[src/rtl/nmac_cmd_frame_parser_if.sv]
// nmac_cmd_frame_parser_if
//   Bundles the two buses around the NMAC command frame parser:
//   - frame stream in : iv_data, i_data_wr, o_data_ready
//   - register bus out: o_wr, o_rd, ov_addr, o_addr_fixed, ov_wdata
//   The slave modport is the parser's view.
//   The master modport is the view of the host logic, which feeds frames
//   and consumes register commands.
//   Signal names keep their parser-side direction prefixes so that the
//   names match the status and register documentation.
interface nmac_cmd_frame_parser_if;
  logic [133:0] iv_data;
  logic         i_data_wr;
  logic         o_data_ready;
  logic         o_wr;
  logic         o_rd;
  logic [18:0]  ov_addr;
  logic         o_addr_fixed;
  logic [31:0]  ov_wdata;

  modport slave (
    input  iv_data, i_data_wr,
    output o_data_ready, o_wr, o_rd, ov_addr, o_addr_fixed, ov_wdata
  );

  modport master (
    output iv_data, i_data_wr,
    input  o_data_ready, o_wr, o_rd, ov_addr, o_addr_fixed, ov_wdata
  );
endinterface

[src/rtl/nmac_cmd_frame_parser.sv]
// nmac_cmd_frame_parser
//   Accepts NMAC configuration frames as a 134-bit word stream. It checks
//   the head word's ethertype and command type, then unpacks the 64-bit
//   commands in the middle and tail words into single-cycle register
//   write/read strobes.
//
//   Ports:
//     i_clk        sole clock
//     i_rst        synchronous active-high reset
//     bus          nmac_cmd_frame_parser_if.slave, which carries:
//                    - the frame stream (iv_data, i_data_wr, o_data_ready)
//                    - the register bus (o_wr, o_rd, ov_addr, o_addr_fixed,
//                      ov_wdata)
//     ov_frm_cnt   frames that passed the header check (wraps)
//     ov_err_cnt   malformed or rejected frames (wraps)
module nmac_cmd_frame_parser #(
  parameter logic [15:0] P_ETHERTYPE = 16'h1662,
  parameter logic [7:0]  P_CMD_TYPE  = 8'h01
) (
  input  logic                          i_clk,
  input  logic                          i_rst,
  nmac_cmd_frame_parser_if.slave        bus,
  output logic [15:0]                   ov_frm_cnt,
  output logic [15:0]                   ov_err_cnt
);

  typedef enum logic [1:0] {
    S_IDLE,
    S_PARSE,
    S_DRAIN,
    S_DISCARD
  } state_t;

  // Command with the reserved bits stripped: op, fixed flag, address, data.
  typedef struct packed {
    logic [1:0]  op;
    logic        fixed;
    logic [18:0] addr;
    logic [31:0] data;
  } cmd_t;

  localparam logic [1:0] TAG_HEAD = 2'b01;
  localparam logic [1:0] TAG_MID  = 2'b11;
  localparam logic [1:0] TAG_TAIL = 2'b10;
  localparam logic [1:0] OP_WR    = 2'b01;
  localparam logic [1:0] OP_RD    = 2'b10;

  state_t       state_q, state_d;
  logic [7:0]   left_q, left_d;
  cmd_t         cmd1_q, cmd1_d;
  logic         drain_tail_q, drain_tail_d;
  logic [7:0]   left_after0;
  logic         take0, take1;
  logic         frm_inc, err_abandon, err_reject;
  logic         emit_v;
  cmd_t         emit_cmd;

  logic [1:0]   tag;
  logic [3:0]   vb;
  logic [127:0] pl;
  logic         accept;
  logic         is_head, is_mid, is_tail;
  logic         hdr_ok, cmd0_ok, cmd1_ok;
  cmd_t         cmd0_f, cmd1_f;
  logic         unused_reserved;

  assign tag = bus.iv_data[133:132];
  assign vb  = bus.iv_data[131:128];
  assign pl  = bus.iv_data[127:0];

  assign bus.o_data_ready = (state_q != S_DRAIN);
  assign accept           = bus.i_data_wr & bus.o_data_ready;

  assign is_head = (tag == TAG_HEAD);
  assign is_mid  = (tag == TAG_MID);
  assign is_tail = (tag == TAG_TAIL);

  assign hdr_ok = (pl[31:16] == P_ETHERTYPE) && (pl[15:8] == P_CMD_TYPE);

  // A tail word with 0 valid bytes means a full 16 bytes, so both commands
  // are present. With 8..15 valid bytes only the upper command is complete.
  assign cmd0_ok = is_mid | (is_tail & ((vb == 4'd0) | (vb >= 4'd8)));
  assign cmd1_ok = is_mid | (is_tail & (vb == 4'd0));

  assign cmd0_f = {pl[127:125], pl[114:64]};
  assign cmd1_f = {pl[63:61],   pl[50:0]};

  // The reserved command bits are carried but never interpreted.
  assign unused_reserved = ^{pl[124:115], pl[60:51]};

  // Next-state and command selection.
  // When a middle or tail word is accepted in PARSE, its upper command is
  // issued on the next edge. The lower command is parked in cmd1_q, and a
  // single DRAIN cycle issues it, so that the register bus sees at most one
  // command per cycle. Each command that is consumed, including a nop,
  // decrements the remaining count when its word is accepted.
  // A head word that arrives outside IDLE means the previous frame lost its
  // tail. That frame is counted as an error, and the head is then judged
  // exactly as it would be in IDLE.
  always_comb begin
    state_d      = state_q;
    left_d       = left_q;
    cmd1_d       = cmd1_q;
    drain_tail_d = drain_tail_q;
    left_after0  = left_q;
    take0        = 1'b0;
    take1        = 1'b0;
    frm_inc      = 1'b0;
    err_abandon  = 1'b0;
    err_reject   = 1'b0;
    emit_v       = 1'b0;
    emit_cmd     = '0;

    if (state_q == S_DRAIN) begin
      emit_v   = 1'b1;
      emit_cmd = cmd1_q;
      if (drain_tail_q)
        state_d = S_IDLE;
      else if (left_q == 8'd0)
        state_d = S_DISCARD;
      else
        state_d = S_PARSE;
    end else if (accept) begin
      if (is_head) begin
        err_abandon = (state_q != S_IDLE);
        if (hdr_ok) begin
          left_d  = pl[7:0];
          frm_inc = 1'b1;
          state_d = S_PARSE;
        end else begin
          err_reject = 1'b1;
          state_d    = S_DISCARD;
        end
      end else if (is_mid | is_tail) begin
        case (state_q)
          S_IDLE: begin
            err_reject = 1'b1;
          end
          S_DISCARD: begin
            if (is_tail)
              state_d = S_IDLE;
          end
          S_PARSE: begin
            take0       = cmd0_ok && (left_q != 8'd0);
            left_after0 = left_q - {7'd0, take0};
            take1       = cmd1_ok && take0 && (left_after0 != 8'd0);
            left_d      = left_after0 - {7'd0, take1};
            emit_v      = take0;
            emit_cmd    = cmd0_f;
            if (take1) begin
              cmd1_d       = cmd1_f;
              drain_tail_d = is_tail;
              state_d      = S_DRAIN;
            end else if (is_tail) begin
              state_d = S_IDLE;
            end else if (left_d == 8'd0) begin
              state_d = S_DISCARD;
            end
          end
          default: begin
            state_d = state_q;
          end
        endcase
      end
      // An untagged word (2'b00) is consumed and has no effect.
    end
  end

  // State, counters and the registered register-bus outputs.
  // Address, flag and data are forced to zero whenever no strobe is driven,
  // so a nop leaves the bus completely quiet. Read commands never expose
  // their data field.
  always_ff @(posedge i_clk) begin
    if (i_rst) begin
      state_q          <= S_IDLE;
      left_q           <= 8'd0;
      cmd1_q           <= '0;
      drain_tail_q     <= 1'b0;
      ov_frm_cnt       <= 16'd0;
      ov_err_cnt       <= 16'd0;
      bus.o_wr         <= 1'b0;
      bus.o_rd         <= 1'b0;
      bus.ov_addr      <= 19'd0;
      bus.o_addr_fixed <= 1'b0;
      bus.ov_wdata     <= 32'd0;
    end else begin
      state_q      <= state_d;
      left_q       <= left_d;
      cmd1_q       <= cmd1_d;
      drain_tail_q <= drain_tail_d;
      ov_frm_cnt   <= ov_frm_cnt + {15'd0, frm_inc};
      ov_err_cnt   <= ov_err_cnt + {15'd0, err_abandon} + {15'd0, err_reject};
      bus.o_wr     <= emit_v && (emit_cmd.op == OP_WR);
      bus.o_rd     <= emit_v && (emit_cmd.op == OP_RD);
      if (emit_v && ((emit_cmd.op == OP_WR) || (emit_cmd.op == OP_RD))) begin
        bus.ov_addr      <= emit_cmd.addr;
        bus.o_addr_fixed <= emit_cmd.fixed;
        bus.ov_wdata     <= (emit_cmd.op == OP_WR) ? emit_cmd.data : 32'd0;
      end else begin
        bus.ov_addr      <= 19'd0;
        bus.o_addr_fixed <= 1'b0;
        bus.ov_wdata     <= 32'd0;
      end
    end
  end

endmodule

[src/flat_wrapper.sv]
// flat-port wrapper written by rule: the top's interface ports become plain ports
module nmac_cmd_frame_parser_flat 
#(
  parameter logic [15:0] P_ETHERTYPE = 16'h1662,
  parameter logic [7:0]  P_CMD_TYPE  = 8'h01
)
  (i_clk, i_rst, ov_frm_cnt, ov_err_cnt, bus_iv_data, bus_i_data_wr, bus_o_data_ready, bus_o_wr, bus_o_rd, bus_ov_addr, bus_o_addr_fixed, bus_ov_wdata);
  nmac_cmd_frame_parser_if bus_i ();
  input  logic i_clk;
  input  logic i_rst;
  output logic [15:0] ov_frm_cnt;
  output logic [15:0] ov_err_cnt;
  input wire logic [$bits(bus_i.iv_data)-1:0] bus_iv_data;
  input wire logic [$bits(bus_i.i_data_wr)-1:0] bus_i_data_wr;
  output wire logic [$bits(bus_i.o_data_ready)-1:0] bus_o_data_ready;
  output wire logic [$bits(bus_i.o_wr)-1:0] bus_o_wr;
  output wire logic [$bits(bus_i.o_rd)-1:0] bus_o_rd;
  output wire logic [$bits(bus_i.ov_addr)-1:0] bus_ov_addr;
  output wire logic [$bits(bus_i.o_addr_fixed)-1:0] bus_o_addr_fixed;
  output wire logic [$bits(bus_i.ov_wdata)-1:0] bus_ov_wdata;
  assign bus_i.iv_data = bus_iv_data;
  assign bus_i.i_data_wr = bus_i_data_wr;
  assign bus_o_data_ready = bus_i.o_data_ready;
  assign bus_o_wr = bus_i.o_wr;
  assign bus_o_rd = bus_i.o_rd;
  assign bus_ov_addr = bus_i.ov_addr;
  assign bus_o_addr_fixed = bus_i.o_addr_fixed;
  assign bus_ov_wdata = bus_i.ov_wdata;
  nmac_cmd_frame_parser #(.P_ETHERTYPE(P_ETHERTYPE), .P_CMD_TYPE(P_CMD_TYPE)) u_core (.i_clk(i_clk), .i_rst(i_rst), .bus(bus_i), .ov_frm_cnt(ov_frm_cnt), .ov_err_cnt(ov_err_cnt));
endmodule
[config.mk]
export PLATFORM = sky130hd
export DESIGN_NAME = nmac_cmd_frame_parser_flat
export DESIGN_NICKNAME = d
export VERILOG_FILES = /design/src/rtl/nmac_cmd_frame_parser_if.sv /design/src/rtl/nmac_cmd_frame_parser.sv /design/src/flat_wrapper.sv
export SDC_FILE = /design/constraint.sdc
export NUM_CORES = 1
export LEC_CHECK = 0
export BUFFER_PORTS_ARGS = -buffer_cell sky130_fd_sc_hd__buf_2
export CORE_ASPECT_RATIO = 0.75
export CORE_MARGIN = 2
export CORE_UTILIZATION = 43
export CTS_CLUSTER_SIZE = 24
export DETAILED_ROUTE_END_ITERATION = 10
export PLACE_DENSITY_LB_ADDON = 0.25
export RECOVER_POWER = 25
export SYNTH_ARGS = -nofsm -noshare
export SYNTH_HDL_FRONTEND = slang
export SYNTH_SLANG_ARGS = --single-unit
[constraint.sdc]
create_clock -name i_clk -period 12 [get_ports i_clk]
set_clock_uncertainty 0.15 [all_clocks]
set_input_delay 0.6 -clock i_clk [delete_from_list [all_inputs] [get_ports i_clk]]
set_output_delay 0.6 -clock i_clk [all_outputs]
set_load 0.05 [all_outputs]
## After elaboration in Yosys (flattened, before gate mapping)

Index checks and enable logic that the tools add are counted.

| storage, ports and cells | value |
|---|---|
| register bits | 151 |
| input bits | 137 |
| output and inout bits | 87 |
| word-level logic and storage cells | 109 |

| cells by class | value |
|---|---|
| add/sub/neg operators | 5 |
| $lt $le $gt $ge | 1 |
| equality and inequality tests | 14 |
| muxes and demuxes | 39 |
| bitwise logic cells | 11 |
| reductions and logical operators | 25 |

Operator list:

| cell | count |
|---|---|
| 54-bit two-way mux | 5 |
| 16-bit by 1-bit adder with 16-bit output | 3 |
| 8-bit two-way mux | 4 |
| 2-bit two-way mux | 11 |
| 1-bit two-way mux | 18 |
| 16-bit by 13-bit equality test with 1-bit output, second input constant | 1 |
| 8-bit zero test | 2 |
| 8-bit nonzero test | 2 |
| 8-bit by 1-bit subtractor with 8-bit output | 2 |
| 2-bit equality test, second input constant | 5 |
| 5-bit AND reduction | 2 |
| 8-bit by 1-bit equality test with 1-bit output, second input constant | 1 |
| 2-bit nonzero test | 4 |
| 1-bit logical AND | 7 |
| 2-bit by 1-bit equality test with 1-bit output, second input constant | 3 |
| 6-bit by 1-bit inequality test with 1-bit output, second input constant | 1 |
| 6-bit AND reduction | 1 |
| 4-bit greater-or-equal comparator, second input constant | 1 |
| 4-bit zero test | 1 |
| 2-bit inequality test, second input constant | 2 |
| 4-bit by 1-bit inequality test with 1-bit output, second input constant | 1 |
| 1-bit inverter | 4 |
| 1-bit bitwise OR | 4 |
| 2-bit case mux with 2 select lines | 1 |
| other kinds (7) | 9 |

## Depth between registers and ports, before layout

| depth | value |
|---|---|
| word-level depth | 18 |
| depth in mapped cells | 19 |
| gate-level depth less buffers | 19 |

## Least setup slack after synthesis

No wires, ideal clock.

| timing | value |
|---|---|
| path kind | input-to-reg |
| from | input bus_iv_data[132] |
| to | register u_core.state_q[1] |
| data arrival time | 3.919 ns |
| required time | 11.727 ns |
| setup slack | 7.808 ns |
| stages on the path | 19 |
| cell sequence | inv_1 -> ha_1 -> o21ai_0 -> a21oi_1 -> ha_1 -> or3b_1 -> buf_2 -> nor2_2 -> xor2_1 -> o31a_4 -> ha_1 -> ha_1 -> nand2b_1 -> nand3_1 -> o21ai_0 -> xnor2_1 -> and4_4 -> a31oi_4 -> mux2_1 |

| between the ends | value |
|---|---|
| cells in the longest elaborated chain, start to end | 13 |

RTL lines:

| what | RTL line | source |
|---|---|---|
| start: declaration | flat_wrapper.sv:13 | `input wire logic [$bits(bus_i.iv_data)-1:0] bus_iv_data;` |
| 2-bit equality test * | nmac_cmd_frame_parser.sv:76 | `assign is_tail = (tag == TAG_TAIL);` |
| net u_core.is_tail | nmac_cmd_frame_parser.sv:62 | `logic is_head, is_mid, is_tail;` |
| parallel branches: the longest is 12 deep, another holds 8-bit by 1-bit subtractor with 8-bit output | n/a |  |
| end signal: assignment | nmac_cmd_frame_parser.sv:187 | `state_q <= state_d;` |
| end: declaration | nmac_cmd_frame_parser.sv:48 | `state_t state_q, state_d;` |

Mark *: on every way through the listed nets, which the timed path passes. The select of a mux whose other input is x is not followed.
A chain may end at the register's enable or synchronous reset.

## Worst setup path after layout

| timing | value |
|---|---|
| from | register u_core.left_q[3] |
| to | register u_core.state_q[1] |

| between the ends | value |
|---|---|
| cells in the longest elaborated chain, start to end | 11 |

RTL lines:

| what | RTL line | source |
|---|---|---|
| start: declaration | nmac_cmd_frame_parser.sv:49 | `logic [7:0] left_q, left_d;` |
| start signal: assignment | nmac_cmd_frame_parser.sv:188 | `left_q <= left_d;` |
| parallel branches: the longest is 11 deep, another holds 8-bit by 1-bit subtractor with 8-bit output | n/a |  |

Several ways; the timed one is not identified. The select of a mux whose other input is x is not followed.

==> summary.txt <==
Status
  • Status: finished, final reports clean

GRT
  • First-pass GRT wire length: around 26000 um
  • GRT Util Overall: a little over a fifth
  • Number of antenna violations at the first check in global routing: 0
  • Vias in the first global route: 5176
  • Largest net degree at the start of global routing: 63
  • GRT overflow: 0

Clock tree
  • H-tree depth: 4
  • Post-cts sizing count: 0
  • CTS tree: done
  • Root Buffer: clkbuf_16
  • CTS Buf Count: 17
  • Clk slew on worst S/H paths: around 70 ps
  • Clock Tree Buf Depth: 2
  • Clk Latency, worst-skew pair: 420 ps
  • Post-CTS Hold Buffers: 0
  • # clock sinks: 151
  • Post-CTS Setup Repair Bufs: 0

Place
  • PortBufs: between 200 and 250
  • HPWL Detailed: approximately 11000 um
  • Placer Congestion: approximately 0.85
  • Pre-CTS worst setup slack: 7220 ps
  • Post-DP Area: between 7000 and 8000 sq um
  • Dpl cells: 1104

Hold path
  • Worst Hold Class: input port to register
  • WHS Path Cells: 3
  • Hold EP: u_core.bus.ov_addr[0]
  • Min-Delay Startpoint: bus_iv_data[96]

Power and ir drop
  • P_int: 798 uW
  • Logic pwr share: under 10%
  • Sequential fraction of design power: a little under half
  • Clock network fraction of design power: ~47%
  • PD cells: 136 nW/um^2
  • Switching pwr: between 200 and 300 uW
  • P_leak: ~0.0029 uW
  • Worst VDD drop: just under 0.1 mV
  • Switching share of power: 24.9%

Layout
  • Final Core Density: a little over half
  • Fill count: about 1400
  • Number of diodes: 0
  • Cell Count, Final, Fillers Out: roughly 1100
  • Most frequent cells in the layout: dfxtp_1, buf_2, nand2_1
  • Layout cells sized above 1: between 20 and 25%
  • Area delta synth->final: 25.5%
  • Nets: roughly 1100
  • Design area: around 7800 sq um
  • Commonest non-fill, non-tap cell in the layout: dfxtp_1

Drt
  • Initial DRC Count: roughly 300
  • ANT nets after route: 0
  • Total number of vias: 5627
  • Pre-Repair DR Iteration Count: 5
  • Final wirelength: 16700 um
  • Average wire per standard cell: ~15 um
  • DRC viols: 0
  • Number of vias per cell: just under 5

Synth
  • Adder-cell share of the synthesized area: about 3.5%
  • Distinct cell type count after synthesis: 47
  • EDFF count, synth: 0
  • Synth async-reset ratio: 0%
  • Fraction of the mapped netlist area in simple logic gates: a little under a quarter
  • Post-synthesis sequential area ratio: around half
  • Post-Synth XOR/XNOR Area: ~4.5%
  • Syn_area_per_cell: 8.39 sq um
  • Post-synth net total: around 900
  • Largest family of logic cells by synthesized area: simple AND/OR/NAND/NOR gates
  • Cell area after synthesis: a little over 6000 sq um
  • Synth Area in Compound Gates: about 16%
  • Seq cells post-synth: between 150 and 200
  • Ys flop type: dfxtp_1
  • Syn Inst Count: between 700 and 800
  • Ys Warns: 0
  • Mux contribution to synthesized area: 0.983%

Worst setup path
  • Worst setup EP type: register
  • Flop2flop setup slack: between 7000 and 8000 ps
  • CP max stage delay: between 500 and 600 ps
  • Crit Path Class: register to register
  • FF-to-FF Start: u_core.left_q[3]
  • Cell mode on critical path: ha_1
  • RR Endpoint: u_core.state_q[1]
  • CP Launch Type: register
  • Top Family by Delay on Critical Path: simple AND/OR/NAND/NOR gates
  • Reg2Reg Depth: 18
  • WP data required: between 10000 and 15000 ps
  • Crit path max fanout: 9
  • Worst path bufs/invs: 0
  • Slowest-stage cell, CP: dfxtp_1
  • Critical path cell sequence: nor3_1 > and3_1 > a21oi_1 > ha_1 > ha_1 > nor2b_1 > nand2_1 > o31a_1 > o31a_4 > ha_1 > ha_1 > nand2b_1 > nand3_1 > o21ai_0 > xnor2_1 > and4_4 > a31oi_4 > mux2_1
  • WP data arrival: ~4600 ps

STA
  • Final setup fails: 0
  • Worst relative slew slack: roughly 27%
  • Tcrit/Tclk final: between 30% and 40%
  • Maximum clock rate: approximately 230 MHz
  • Max-slew violation count: 0
  • Worst Slack Setup Final: approximately 7600 ps
  • Tmin final: between 4000 and 5000 ps
  • Tightest Pin Transition: 1100 ps
  • Fin. Hold Viols: 0
  • RSZ-0062 raised after global routing: false
  • Setup TNS: 0 ps

Die
  • DIE WIDTH: 143 um
  • Core area: 14300 sq um
  • Die area: ~15000 sq um
  • Num rows: 38
  • Die span in y: 108 um
  • IO Count: about 220
  • Initial Util: between 40 and 50%

Flow run
  • Max-cap viol count: 0
-- metrics by stage --
| step | total power (uW) | hold slack, ps |
|---|---|---|
| after global routing | 1100 | 254 |
| after floorplan | 545 | 287 |
| after global placement | 575 | 295 |
| final | 1060 | 267 |
| after CTS | 1070 | 252 |
| after detailed placement | 575 | 297 |
-- worst min-delay path, stage by stage --
cell and delay, ps:
buf_2 80, a22oi_1 50, nor2_1 70
-- power groups by stage --
stage / Sequential, uW / Combinational, uW / Clock (uW)
after floorplan: 518 / 26.9 / 0
after global placement: 515 / 59.7 / 0
after global routing: 504 / 65.8 / 530
after CTS: 504 / 60.4 / 510
final: 504 / 60.1 / 499
after detailed placement: 515 / 59.5 / 0
-- state kept, by name, summed over array words and instances, names as in the netlist --
name and count:
u_core.bus.o_addr_fixed 1, u_core.bus.o_rd 1, u_core.bus.o_wr 1, u_core.bus.ov_addr 19, u_core.bus.ov_wdata 32, u_core.cmd1_q 54, u_core.drain_tail_q 1, u_core.left_q 8
u_core.ov_err_cnt 16, u_core.ov_frm_cnt 16, u_core.state_q 2
-- worst max path at each step --
stage	startpoint	end	slack [ps]	cells past startpoint
6_report	u_core.left_q[3]	u_core.state_q[1]	7560	18
2_1_floorplan	bus_iv_data[132]	u_core.state_q[1]	7810	19
4_1_cts	u_core.left_q[3]	u_core.state_q[1]	7570	18
3_3_place_gp	bus_iv_data[132]	u_core.state_q[1]	7270	20
3_5_place_dp	bus_iv_data[132]	u_core.state_q[1]	7220	20
5_1_grt	u_core.left_q[4]	u_core.state_q[1]	7290	17
-- Yosys cell counts (2+ instances only) --
master	instances	share of area (%)
dfxtp_1	151	48
nand2_1	138	8.3
nor2_1	103	6.2
a21oi_1	76	6.1
a22oi_1	53	6.4
clkbuf_1	36	2.2
xor2_1	21	2.9
ha_1	16	3.2
inv_1	15	0.90
nand3_1	13	1.0
o21ai_0	13	1.0
xnor2_1	11	1.5
nor2b_1	9	0.90
or3_1	7	0.70
buf_2	6	0.48
nand4_1	6	0.60
nor3_1	6	0.48
and2_1	5	0.50
and4_1	5	0.70
mux2i_1	5	0.80
and3_1	4	0.40
nand2b_1	4	0.40
nor4b_1	4	0.56
o31a_1	4	0.56
buf_1	3	0.18
nand3b_1	3	0.36
nor4_1	3	0.30
buf_4	2	0.24
o31ai_1	2	0.24
or3b_1	2	0.28
-- logic make-up (layout without fill, tap and decap cells) --
kind of cell | after synthesis | in the layout
adder cells (fa/ha/maj) | 17 | 17
AND/OR/NAND/NOR | 318 | 318
AO/OA/AOI/OAI | 156 | 156
buffers and inverters | 63 | 256
XOR/XNOR | 32 | 32
flip-flops | 151 | 151
multiplexers | 6 | 6
-- routing by layer --
| layer | routed length (um) | GRT usage, % |
|---|---|---|
| met5 | 0 | 0 |
| met4 | 93 | 6.58 |
| met3 | 1180 | 5.93 |
| met2 | 7530 | 34.3 |
| met1 | 7890 | 28.7 |
-- final cells by class --
| type | count | area [sq um] | share of cell area [%] |
|---|---|---|---|
| well taps | 200 | 250 | 3.20 |
| flip-flops and latches | 151 | 3020 | 38.6 |
| inverters | 15 | 56.3 | 0.720 |
| clock buffers | 19 | 433 | 5.53 |
| clock inverters | 13 | 111 | 1.42 |
| multi-input cells | 529 | 2960 | 37.8 |
| repair buffers | 209 | 990 | 12.6 |
Note: power is estimated with default switching activity, not from simulation.
